$ cat src/rtl/requant_stage_if.sv
// Stream bundles for the requant stage: wide accumulator pixels in,
// framed int8 pixels out, both with valid/ready handshakes.
interface requant_in_if;
  logic signed [31:0] data;
  logic               valid;
  logic               ready;

  modport master (
    output data,
    output valid,
    input  ready
  );

  modport slave (
    input  data,
    input  valid,
    output ready
  );
endinterface

interface requant_out_if;
  logic [7:0] data;
  logic       valid;
  logic       ready;
  logic       eol;
  logic       eof;

  modport master (
    output data,
    output valid,
    input  ready,
    output eol,
    output eof
  );

  modport slave (
    input  data,
    input  valid,
    output ready,
    input  eol,
    input  eof
  );
endinterface

$ cat src/rtl/requant_stage.sv
// Requantizes 32-bit accumulator pixels to int8 through a 3-stage pipe
// into a credit-guarded show-ahead FIFO, tagging line and frame ends.
module requant_stage #(
  parameter int FIFO_DEPTH = 4,
  parameter int CNT_W      = 16
) (
  input  logic               clk,
  input  logic               rst,
  requant_in_if.slave        in_s,
  requant_out_if.master      out_m,
  input  logic [15:0]        scale,
  input  logic [4:0]         shift,
  input  logic signed [7:0]  zero_point,
  input  logic               relu_en,
  input  logic [7:0]         width,
  input  logic [7:0]         height,
  output logic [CNT_W-1:0]   sat_count
);

  localparam int AW = $clog2(FIFO_DEPTH);
  localparam logic [AW:0] DEPTH_C = FIFO_DEPTH[AW:0];

  typedef enum logic {
    IDLE,
    RUN
  } state_e;

  logic acc;
  logic pop;

  assign acc = in_s.valid & in_s.ready;
  assign pop = out_m.valid & out_m.ready;

  // Credits cover the FIFO plus everything in flight in S1..S3.
  logic [AW:0] occ_q, occ_d;

  assign in_s.ready = (occ_q < DEPTH_C);

  always_comb begin
    occ_d = occ_q;
    unique case (1'b1)
      acc & ~pop: occ_d = occ_q + 1'b1;
      ~acc & pop: occ_d = occ_q - 1'b1;
      default:    occ_d = occ_q;
    endcase
  end

  // S1: multiply; per-pixel config travels with the pixel
  logic               s1_v_q;
  logic signed [48:0] s1_prod_q;
  logic [4:0]         s1_sh_q;
  logic signed [7:0]  s1_zp_q;
  logic               s1_relu_q;
  logic signed [48:0] prod_d;

  assign prod_d = in_s.data * $signed({1'b0, scale});

  // S2: round half up, arithmetic shift, add zero point
  logic               s2_v_q;
  logic signed [49:0] s2_val_q;
  logic               s2_relu_q;
  logic signed [48:0] rnd;
  logic signed [48:0] sum;
  logic signed [48:0] shifted;
  logic signed [49:0] val_d;

  always_comb begin
    rnd = '0;
    if (s1_sh_q != 5'd0) begin
      rnd = 49'sd1 <<< (s1_sh_q - 5'd1);
    end
    sum     = s1_prod_q + rnd;
    shifted = sum >>> s1_sh_q;
    val_d   = {shifted[48], shifted}
            + {{42{s1_zp_q[7]}}, s1_zp_q};
  end

  // S3: ReLU and saturation
  logic       s3_v_q;
  logic [7:0] s3_data_q;
  logic       s3_sat_q;
  logic [7:0] res_d;
  logic       sat_d;
  logic       relu_neg;
  logic       hi;
  logic       lo;

  assign relu_neg = s2_relu_q & s2_val_q[49];
  assign hi = (s2_val_q > 50'sd127);
  assign lo = ~s2_relu_q & (s2_val_q < -50'sd128);

  always_comb begin
    res_d = s2_val_q[7:0];
    sat_d = 1'b0;
    unique case (1'b1)
      relu_neg: res_d = 8'h00;
      hi: begin
        res_d = 8'h7f;
        sat_d = 1'b1;
      end
      lo: begin
        res_d = 8'h80;
        sat_d = 1'b1;
      end
      default: res_d = s2_val_q[7:0];
    endcase
  end

  always_ff @(posedge clk or negedge rst) begin
    if (!rst) begin
      occ_q     <= '0;
      s1_v_q    <= 1'b0;
      s1_prod_q <= '0;
      s1_sh_q   <= '0;
      s1_zp_q   <= '0;
      s1_relu_q <= 1'b0;
      s2_v_q    <= 1'b0;
      s2_val_q  <= '0;
      s2_relu_q <= 1'b0;
      s3_v_q    <= 1'b0;
      s3_data_q <= '0;
      s3_sat_q  <= 1'b0;
    end else begin
      occ_q     <= occ_d;
      s1_v_q    <= acc;
      s1_prod_q <= prod_d;
      s1_sh_q   <= shift;
      s1_zp_q   <= zero_point;
      s1_relu_q <= relu_en;
      s2_v_q    <= s1_v_q;
      s2_val_q  <= val_d;
      s2_relu_q <= s1_relu_q;
      s3_v_q    <= s2_v_q;
      s3_data_q <= res_d;
      s3_sat_q  <= sat_d & s2_v_q;
    end
  end

  // Show-ahead FIFO; last popped value is held while empty
  logic [7:0]  mem_q [FIFO_DEPTH];
  logic [AW-1:0] wr_ptr_q;
  logic [AW-1:0] rd_ptr_q;
  logic [AW:0]   fcnt_q, fcnt_d;
  logic [7:0]    last_q;
  logic [7:0]    head;

  assign head        = mem_q[rd_ptr_q];
  assign out_m.valid = (fcnt_q != '0);
  assign out_m.data  = out_m.valid ? head : last_q;

  always_comb begin
    fcnt_d = fcnt_q;
    unique case (1'b1)
      s3_v_q & ~pop: fcnt_d = fcnt_q + 1'b1;
      ~s3_v_q & pop: fcnt_d = fcnt_q - 1'b1;
      default:       fcnt_d = fcnt_q;
    endcase
  end

  always_ff @(posedge clk or negedge rst) begin
    if (!rst) begin
      for (int i = 0; i < FIFO_DEPTH; i++) begin
        mem_q[i] <= '0;
      end
      wr_ptr_q <= '0;
      rd_ptr_q <= '0;
      fcnt_q   <= '0;
      last_q   <= '0;
    end else begin
      fcnt_q <= fcnt_d;
      if (s3_v_q) begin
        mem_q[wr_ptr_q] <= s3_data_q;
        wr_ptr_q        <= wr_ptr_q + 1'b1;
      end
      if (pop) begin
        last_q   <= head;
        rd_ptr_q <= rd_ptr_q + 1'b1;
      end
    end
  end

  // Framing
  state_e     state_q, state_d;
  logic [7:0] width_q, width_d;
  logic [7:0] height_q, height_d;
  logic [7:0] col_q, col_d;
  logic [7:0] row_q, row_d;
  logic       sat_clr;
  logic       is_eol;
  logic       is_eof;

  assign is_eol = (col_q == width_q - 8'd1);
  assign is_eof = is_eol & (row_q == height_q - 8'd1);
  assign out_m.eol = out_m.valid & is_eol;
  assign out_m.eof = out_m.valid & is_eof;

  always_comb begin
    state_d  = state_q;
    width_d  = width_q;
    height_d = height_q;
    col_d    = col_q;
    row_d    = row_q;
    sat_clr  = 1'b0;
    if (pop) begin
      unique case (1'b1)
        is_eof: begin
          col_d   = '0;
          row_d   = '0;
          state_d = IDLE;
        end
        is_eol & ~is_eof: begin
          col_d = '0;
          row_d = row_q + 8'd1;
        end
        default: col_d = col_q + 8'd1;
      endcase
    end
    if ((state_q == IDLE) && acc) begin
      state_d  = RUN;
      width_d  = width;
      height_d = height;
      sat_clr  = 1'b1;
    end
  end

  logic [CNT_W-1:0] sat_q, sat_cnt_d;

  assign sat_count = sat_q;

  always_comb begin
    sat_cnt_d = sat_q;
    if (sat_clr) begin
      sat_cnt_d = '0;
    end else if (s3_v_q && s3_sat_q && !(&sat_q)) begin
      sat_cnt_d = sat_q + 1'b1;
    end
  end

  always_ff @(posedge clk or negedge rst) begin
    if (!rst) begin
      state_q  <= IDLE;
      width_q  <= '0;
      height_q <= '0;
      col_q    <= '0;
      row_q    <= '0;
      sat_q    <= '0;
    end else begin
      state_q  <= state_d;
      width_q  <= width_d;
      height_q <= height_d;
      col_q    <= col_d;
      row_q    <= row_d;
      sat_q    <= sat_cnt_d;
    end
  end

endmodule

$ cat src/flat_wrapper.sv
// flat-port wrapper written by rule: the top's interface ports become plain ports
module requant_stage_flat 
#(
  parameter int FIFO_DEPTH = 4,
  parameter int CNT_W      = 16
)
  (clk, rst, scale, shift, zero_point, relu_en, width, height, sat_count, in_s_data, in_s_valid, in_s_ready, out_m_data, out_m_valid, out_m_ready, out_m_eol, out_m_eof);
  requant_in_if in_s_i ();
  requant_out_if out_m_i ();
  input  logic clk;
  input  logic rst;
  input  logic [15:0] scale;
  input  logic [4:0] shift;
  input  logic signed [7:0] zero_point;
  input  logic relu_en;
  input  logic [7:0] width;
  input  logic [7:0] height;
  output logic [CNT_W-1:0] sat_count;
  input wire logic [$bits(in_s_i.data)-1:0] in_s_data;
  input wire logic [$bits(in_s_i.valid)-1:0] in_s_valid;
  output wire logic [$bits(in_s_i.ready)-1:0] in_s_ready;
  output wire logic [$bits(out_m_i.data)-1:0] out_m_data;
  output wire logic [$bits(out_m_i.valid)-1:0] out_m_valid;
  input wire logic [$bits(out_m_i.ready)-1:0] out_m_ready;
  output wire logic [$bits(out_m_i.eol)-1:0] out_m_eol;
  output wire logic [$bits(out_m_i.eof)-1:0] out_m_eof;
  assign in_s_i.data = in_s_data;
  assign in_s_i.valid = in_s_valid;
  assign in_s_ready = in_s_i.ready;
  assign out_m_data = out_m_i.data;
  assign out_m_valid = out_m_i.valid;
  assign out_m_i.ready = out_m_ready;
  assign out_m_eol = out_m_i.eol;
  assign out_m_eof = out_m_i.eof;
  requant_stage #(.FIFO_DEPTH(FIFO_DEPTH), .CNT_W(CNT_W)) u_core (.clk(clk), .rst(rst), .in_s(in_s_i), .out_m(out_m_i), .scale(scale), .shift(shift), .zero_point(zero_point), .relu_en(relu_en), .width(width), .height(height), .sat_count(sat_count));
endmodule
$ cat config.mk
export PLATFORM = sky130hd
export DESIGN_NAME = requant_stage_flat
export DESIGN_NICKNAME = d
export VERILOG_FILES = /design/src/rtl/requant_stage_if.sv /design/src/rtl/requant_stage.sv /design/src/flat_wrapper.sv
export SDC_FILE = /design/constraint.sdc
export NUM_CORES = 2
export LEC_CHECK = 0
export CAP_MARGIN = 5
export CORE_ASPECT_RATIO = 0.7
export CORE_MARGIN = 8
export CORE_UTILIZATION = 55
export DETAILED_ROUTE_END_ITERATION = 6
export PLACE_DENSITY = 0.75
export SETUP_SLACK_MARGIN = 0.02
export SYNTH_ARGS = -nofsm -noshare
export SYNTH_HDL_FRONTEND = slang
export SYNTH_SLANG_ARGS = --single-unit
$ cat constraint.sdc
create_clock -name clk -period 10.4 [get_ports clk]
set_input_delay 1.56 -clock clk [delete_from_list [all_inputs] [get_ports clk]]
set_output_delay 1.56 -clock clk [all_outputs]
set_load 0.01 [all_outputs]
# After elaboration in Yosys (flattened, before gate mapping)
# Cells that the tools add are included.
# totals
out_inout_bits	28
reg_bits	225
input_bits	82
wordCells	110
# op_classes
bitwise	21
n_addsub	14
shift	2
order_cmp	6
eq_ne	2
reduce_logical	18
multipliers	1
mux	20
# ops
operator	n
adder 49 x 8 -> 50 bit	1
> comparator 50 x 8 -> 1 bit (second input constant)	1
less-than comparator 50 x 8 -> 1 bit (second input constant)	1
adder 49 bit	1
multiplier 32 x 17 -> 49 bit	1
two-way mux 49 bit	1
<<< shifter 2 x 5 -> 49 bit (first input constant)	1
>>> shifter 49 x 5 -> 49 bit	1
two-way mux 8 bit	5
bitwise mux 32 bit	1
two-way mux 16 bit	2
case mux 8 bit (3 select lines)	1
adder 16 x 1 -> 16 bit (second input constant)	1
adder 8 x 1 -> 8 bit (second input constant)	2
binary-select mux 8 bit (select 2 bit)	1
demux 8 bit (select 2 bit)	1
equality test 8 bit	2
case mux 8 bit (2 select lines)	1
AND reduction 16 bit	1
subtractor 8 x 1 -> 8 bit (second input constant)	2
AND 1 bit	13
case mux 3 bit (2 select lines)	2
nonzero test 2 bit	6
adder 3 x 1 -> 3 bit (second input constant)	2
other kinds (15)	33

# Depth between registers and ports, before layout
# depth
word_depth	7
mapped_depth	34
depth_no_buf	33

# Worst setup path before layout
# Ideal clock, no wire load.
# synth_timing
path_type	input port to flip-flop
startpoint	input in_s_data[5]
endpoint	register u_core.s1_prod_q[46]
setup_slack_ns	2.882
setup_time_ns	0.080
path_buffers	1
t_required_ns	10.320
path_stages	23
arrival_ns	7.438
cell_sequence	clkbuf_1 > nand2_1 > fa_1 > fa_1 > inv_1 > fa_1 > inv_1 > fa_1 > fa_1 > inv_1 > fa_1 > ha_1 > nand2_1 > nor2_1 > and3_1 > a32oi_1 > nand2_1 > o41ai_1 > o21ai_1 > a211oi_1 > o21ai_1 > a211oi_1 > xnor2_1
# synth_via
elab_chain_cells	1
# synth_lines
item	line_no	text
from (decl)	flat_wrapper.sv:19	input wire logic [$bits(in_s_i.data)-1:0] in_s_data;
multiplier 32 x 17 -> 49 bit	requant_stage.sv:56	assign prod_d = in_s.data * $signed({1'b0, scale});
named net u_core.prod_d[46]	requant_stage.sv:54	logic signed [48:0] prod_d;
to (signal assigned)	requant_stage.sv:126	s1_prod_q <= prod_d;
to (decl)	requant_stage.sv:50	logic signed [48:0] s1_prod_q;
# The timed path passes the listed nets, and every way through them passes these cells.
# A chain may end at the register's enable or synchronous reset.

# Worst setup path after layout
# layout_timing
startpoint	register u_core.s1_sh_q[1]
endpoint	register u_core.s2_val_q[46]
# layout_via
elab_chain_cells	6
word_cells_on_any_way	7
cone_classes	add/sub: 3; shift: 2; mux: 1; reduce/logical: 1
# layout_lines
item	line_no	text
from (decl)	requant_stage.sv:51	logic [4:0] s1_sh_q;
from (signal assigned)	requant_stage.sv:127	s1_sh_q <= shift;
subtractor 5 x 1 -> 5 bit	requant_stage.sv:70	rnd = 49'sd1 <<< (s1_sh_q - 5'd1);
<<< shifter 2 x 5 -> 49 bit	requant_stage.sv:70	
two-way mux 49 bit	requant_stage.sv:69	if (s1_sh_q != 5'd0) begin
adder 49 bit	requant_stage.sv:72	sum = s1_prod_q + rnd;
>>> shifter 49 x 5 -> 49 bit *	requant_stage.sv:73	shifted = sum >>> s1_sh_q;
adder 49 x 8 -> 50 bit *	requant_stage.sv:75	+ {{42{s1_zp_q[7]}}, s1_zp_q};
named net u_core.val_d[46]	requant_stage.sv:65	logic signed [49:0] val_d;
to (signal assigned)	requant_stage.sv:131	s2_val_q <= val_d;
to (decl)	requant_stage.sv:60	logic signed [49:0] s2_val_q;
# The timed path passes the listed nets; every way through them passes the cells marked *.

==> results.cfg <==
[floorplanning]
die_w_um = 315.2
rows = 76
core-area_um2 = 61710
ios = 110
initial_utilization = 0.5584
die-area_um2 = 71050
die-height_um = 225.4

[synth]
synth_nets = 4631
ys_ff_latch = 225
synth-seq-area-share = 0.1634
yosysUniqueCellTypes = 94
synth_edf_count = 0
synth_cells = 3842
synthArstFlopShare = 1.000
yosys_warnings = 0
synthFlopType = dfrtp_1
syn_area_um2 = 34460
synth_area_per_cell_um2 = 8.970

[global_routing]
first_global_vias = 26991
grt_usage = 0.2450
antenna_found_initial = 0
grt_pass1_wl_um = 143300
grt_remaining_overflow = 0
grt_max_degree = 104

[critical_path]
critPathKind = reg -> reg
worst_path_max_delay_cell = a2111oi_0
regToRegEndpoint = u_core.s2_val_q[46]
r2r_start = u_core.s1_sh_q[1]
cpMostUsedCell = ha_1
r2r_slack_ps = 1320
critPathMaxFanout = 11
critPathCaptureType = flop
r2r_cells = 33
cpPeakStageDelay_ps = 650
critPathLaunchType = flop
critPathArrivalTime_ps = 9500
crit_required_ps = 10820

[min_path]
min_from = u_core.s1_v_q
whs_endpoint = u_core.s2_v_q
holdPathStages = 0
hp-class = reg -> reg

[detailed_routing]
dr.pass1.iters = 5
drc = 0
wl_per_cell_um = 18.63
drt_iter0_markers = 2403
vias = 27353
ant_nets = 0
wl_um = 87270
avgViaCountPerCell = 5.840

[placed_design]
detailed_place_hpwl_um = 69940
place_area_um2 = 36240
gp_congestion = 0.9512
placed_cells = 4639
port_buffers = 109

[cts]
clk_root_buffer_cell = clkbuf_16
cts_resized = 0
clk_pin_slew_worst_paths_ps = 60
cts_made_buffers = 27
htreeDepth = 1
postCtsSetupBuffers = 0
cts_hold_buf = 0
cts_buffer_depth = 3
cts_sinks = 225
cts_tree = yes
clkLatencyLatePin_ps = 580

[sta]
final_hold_viol_count = 0
max_freq_ghz = 0.1101
skew_ps = 27.32
period_minus_slack_ps = 9079
period_share = 0.8730
maxSlewHeadroom = 0.1339
drv_slew = 0
finalSetupViolCount = 0
worst_pin_slew_ps = 1295
rsz0062_at_grt = false
setup_tns_ps = 0

[final_layout]
diodes = 0
layout_common_cells = inv_1, nand2_1, fa_1, and2_1, dfrtp_1
syn2layout_area_growth_pct = 7.621
layout_commonest_cell = inv_1
nNetsFinal = 4638
drive_gt1_frac = 0.05614
fin_area_um2 = 37090
final_cells = 4684
final.fill_count = 5353

[outcome]
run_status = finished clean

[flow_run]
cap_violations = 0
[area by class of cell]
cell class | count | area, µm² | area share
Multi-Input combinational cell | 2877 | 26050 | 0.7023
Sequential cell | 225 | 5634 | 0.1519
Inverter | 569 | 2136 | 0.05759
Timing Repair Buffer | 149 | 1396 | 0.03765
Tap cell | 819 | 1025 | 0.02763
Clock buffer | 34 | 732.0 | 0.01974
Clock inverter | 11 | 118.9 | 0.003205
[routing by layer]
metal  vias up  GRT usage  part of all wire
met2      1174     0.3719              0.44
met1     13497     0.3721              0.46
met5         -          0                 0
met3       125    0.04132             0.091
met4         0    0.04112             0.017
li1      12557          -                 -
[worst max path at each step]
stage	slack [ps]	from	cells past startpoint	endpoint
global placement	1380	scale[5]	23	u_core.s1_prod_q[46]
global route	780	u_core.s1_sh_q[0]	33	u_core.s2_val_q[46]
CTS	1460	u_core.s1_sh_q[0]	33	u_core.s2_val_q[46]
finish	1320	u_core.s1_sh_q[1]	33	u_core.s2_val_q[46]
floorplan	2880	in_s_data[5]	23	u_core.s1_prod_q[46]
detailed placement	1130	scale[3]	22	u_core.s1_prod_q[46]
[flip-flops by register name, indices dropped and copies added (netlist names), 16 cells and up]
register	cells
u_core.s2_val_q	50
u_core.s1_prod_q	49
u_core.mem_q	32
u_core.sat_count	16
[cell families (layout without fill, tap and decap cells)]
family	after synthesis	count (layout)	synth area share
flops	225	225	0.1634
simple gates	1185	1185	0.1648
compound gates	644	644	0.1242
fa+ha+maj	707	707	0.3641
xor+xnor	187	187	0.04774
buf+inv	740	763	0.08089
mux	154	154	0.05493
[synthesized netlist by cell type (16+ instances only)]
master    count  area [µm²]
dfrtp_1     225        5630
a211oi_1     40       300.3
or3_1        16       100.1
a21oi_1     171       855.8
o21bai_1     18       135.1
nand2b_1     21       131.4
ha_1        214        2678
a31oi_1      20       125.1
nand4_1      44       275.3
nor4_1       18       112.6
o211ai_1     23       172.7
nand3_1      51       255.2
a21o_1       81       608.1
mux4_2       21       473.0
nand2_1     514        1929
clkbuf_1    151       566.8
mux2i_1      62       620.6
o21ai_1      16       80.08
xor2_1       80       700.7
nor3_1       31       155.2
and3_1       32       200.2
inv_1       566        2125
mux2_2       70       788.3
and2_1      226        1414
o21ai_0     112       560.5
xnor2_1     106       928.4
nor2_1      175       656.9
fa_1        493        9869
nor2b_1      23       143.9
o21a_1       19       142.6
[through the flow]
step                  util  hold slack [ps]  setup WS (ps)
floorplan                -            331.2           2882
CTS                 0.6010            353.6           1457
global route        0.6010            365.0          781.9
finish              0.6010            352.6           1321
global placement    0.5872            331.5           1384
detailed placement  0.5872            344.9           1135
[critical path: cells and delay by family (launching register included)]
| family | cells | cell delay [ps] |
|---|---|---|
| xor+xnor | 2 | 520 |
| buf+inv | 4 | 420 |
| mux | 3 | 980 |
| compound gates | 12 | 3300 |
| simple gates | 8 | 1650 |
| flops | 1 | 370 |
| fa+ha+maj | 4 | 1650 |
Power is not shown: default switching activity piles up to over one toggle a cycle in this logic, so the estimate is an artifact.
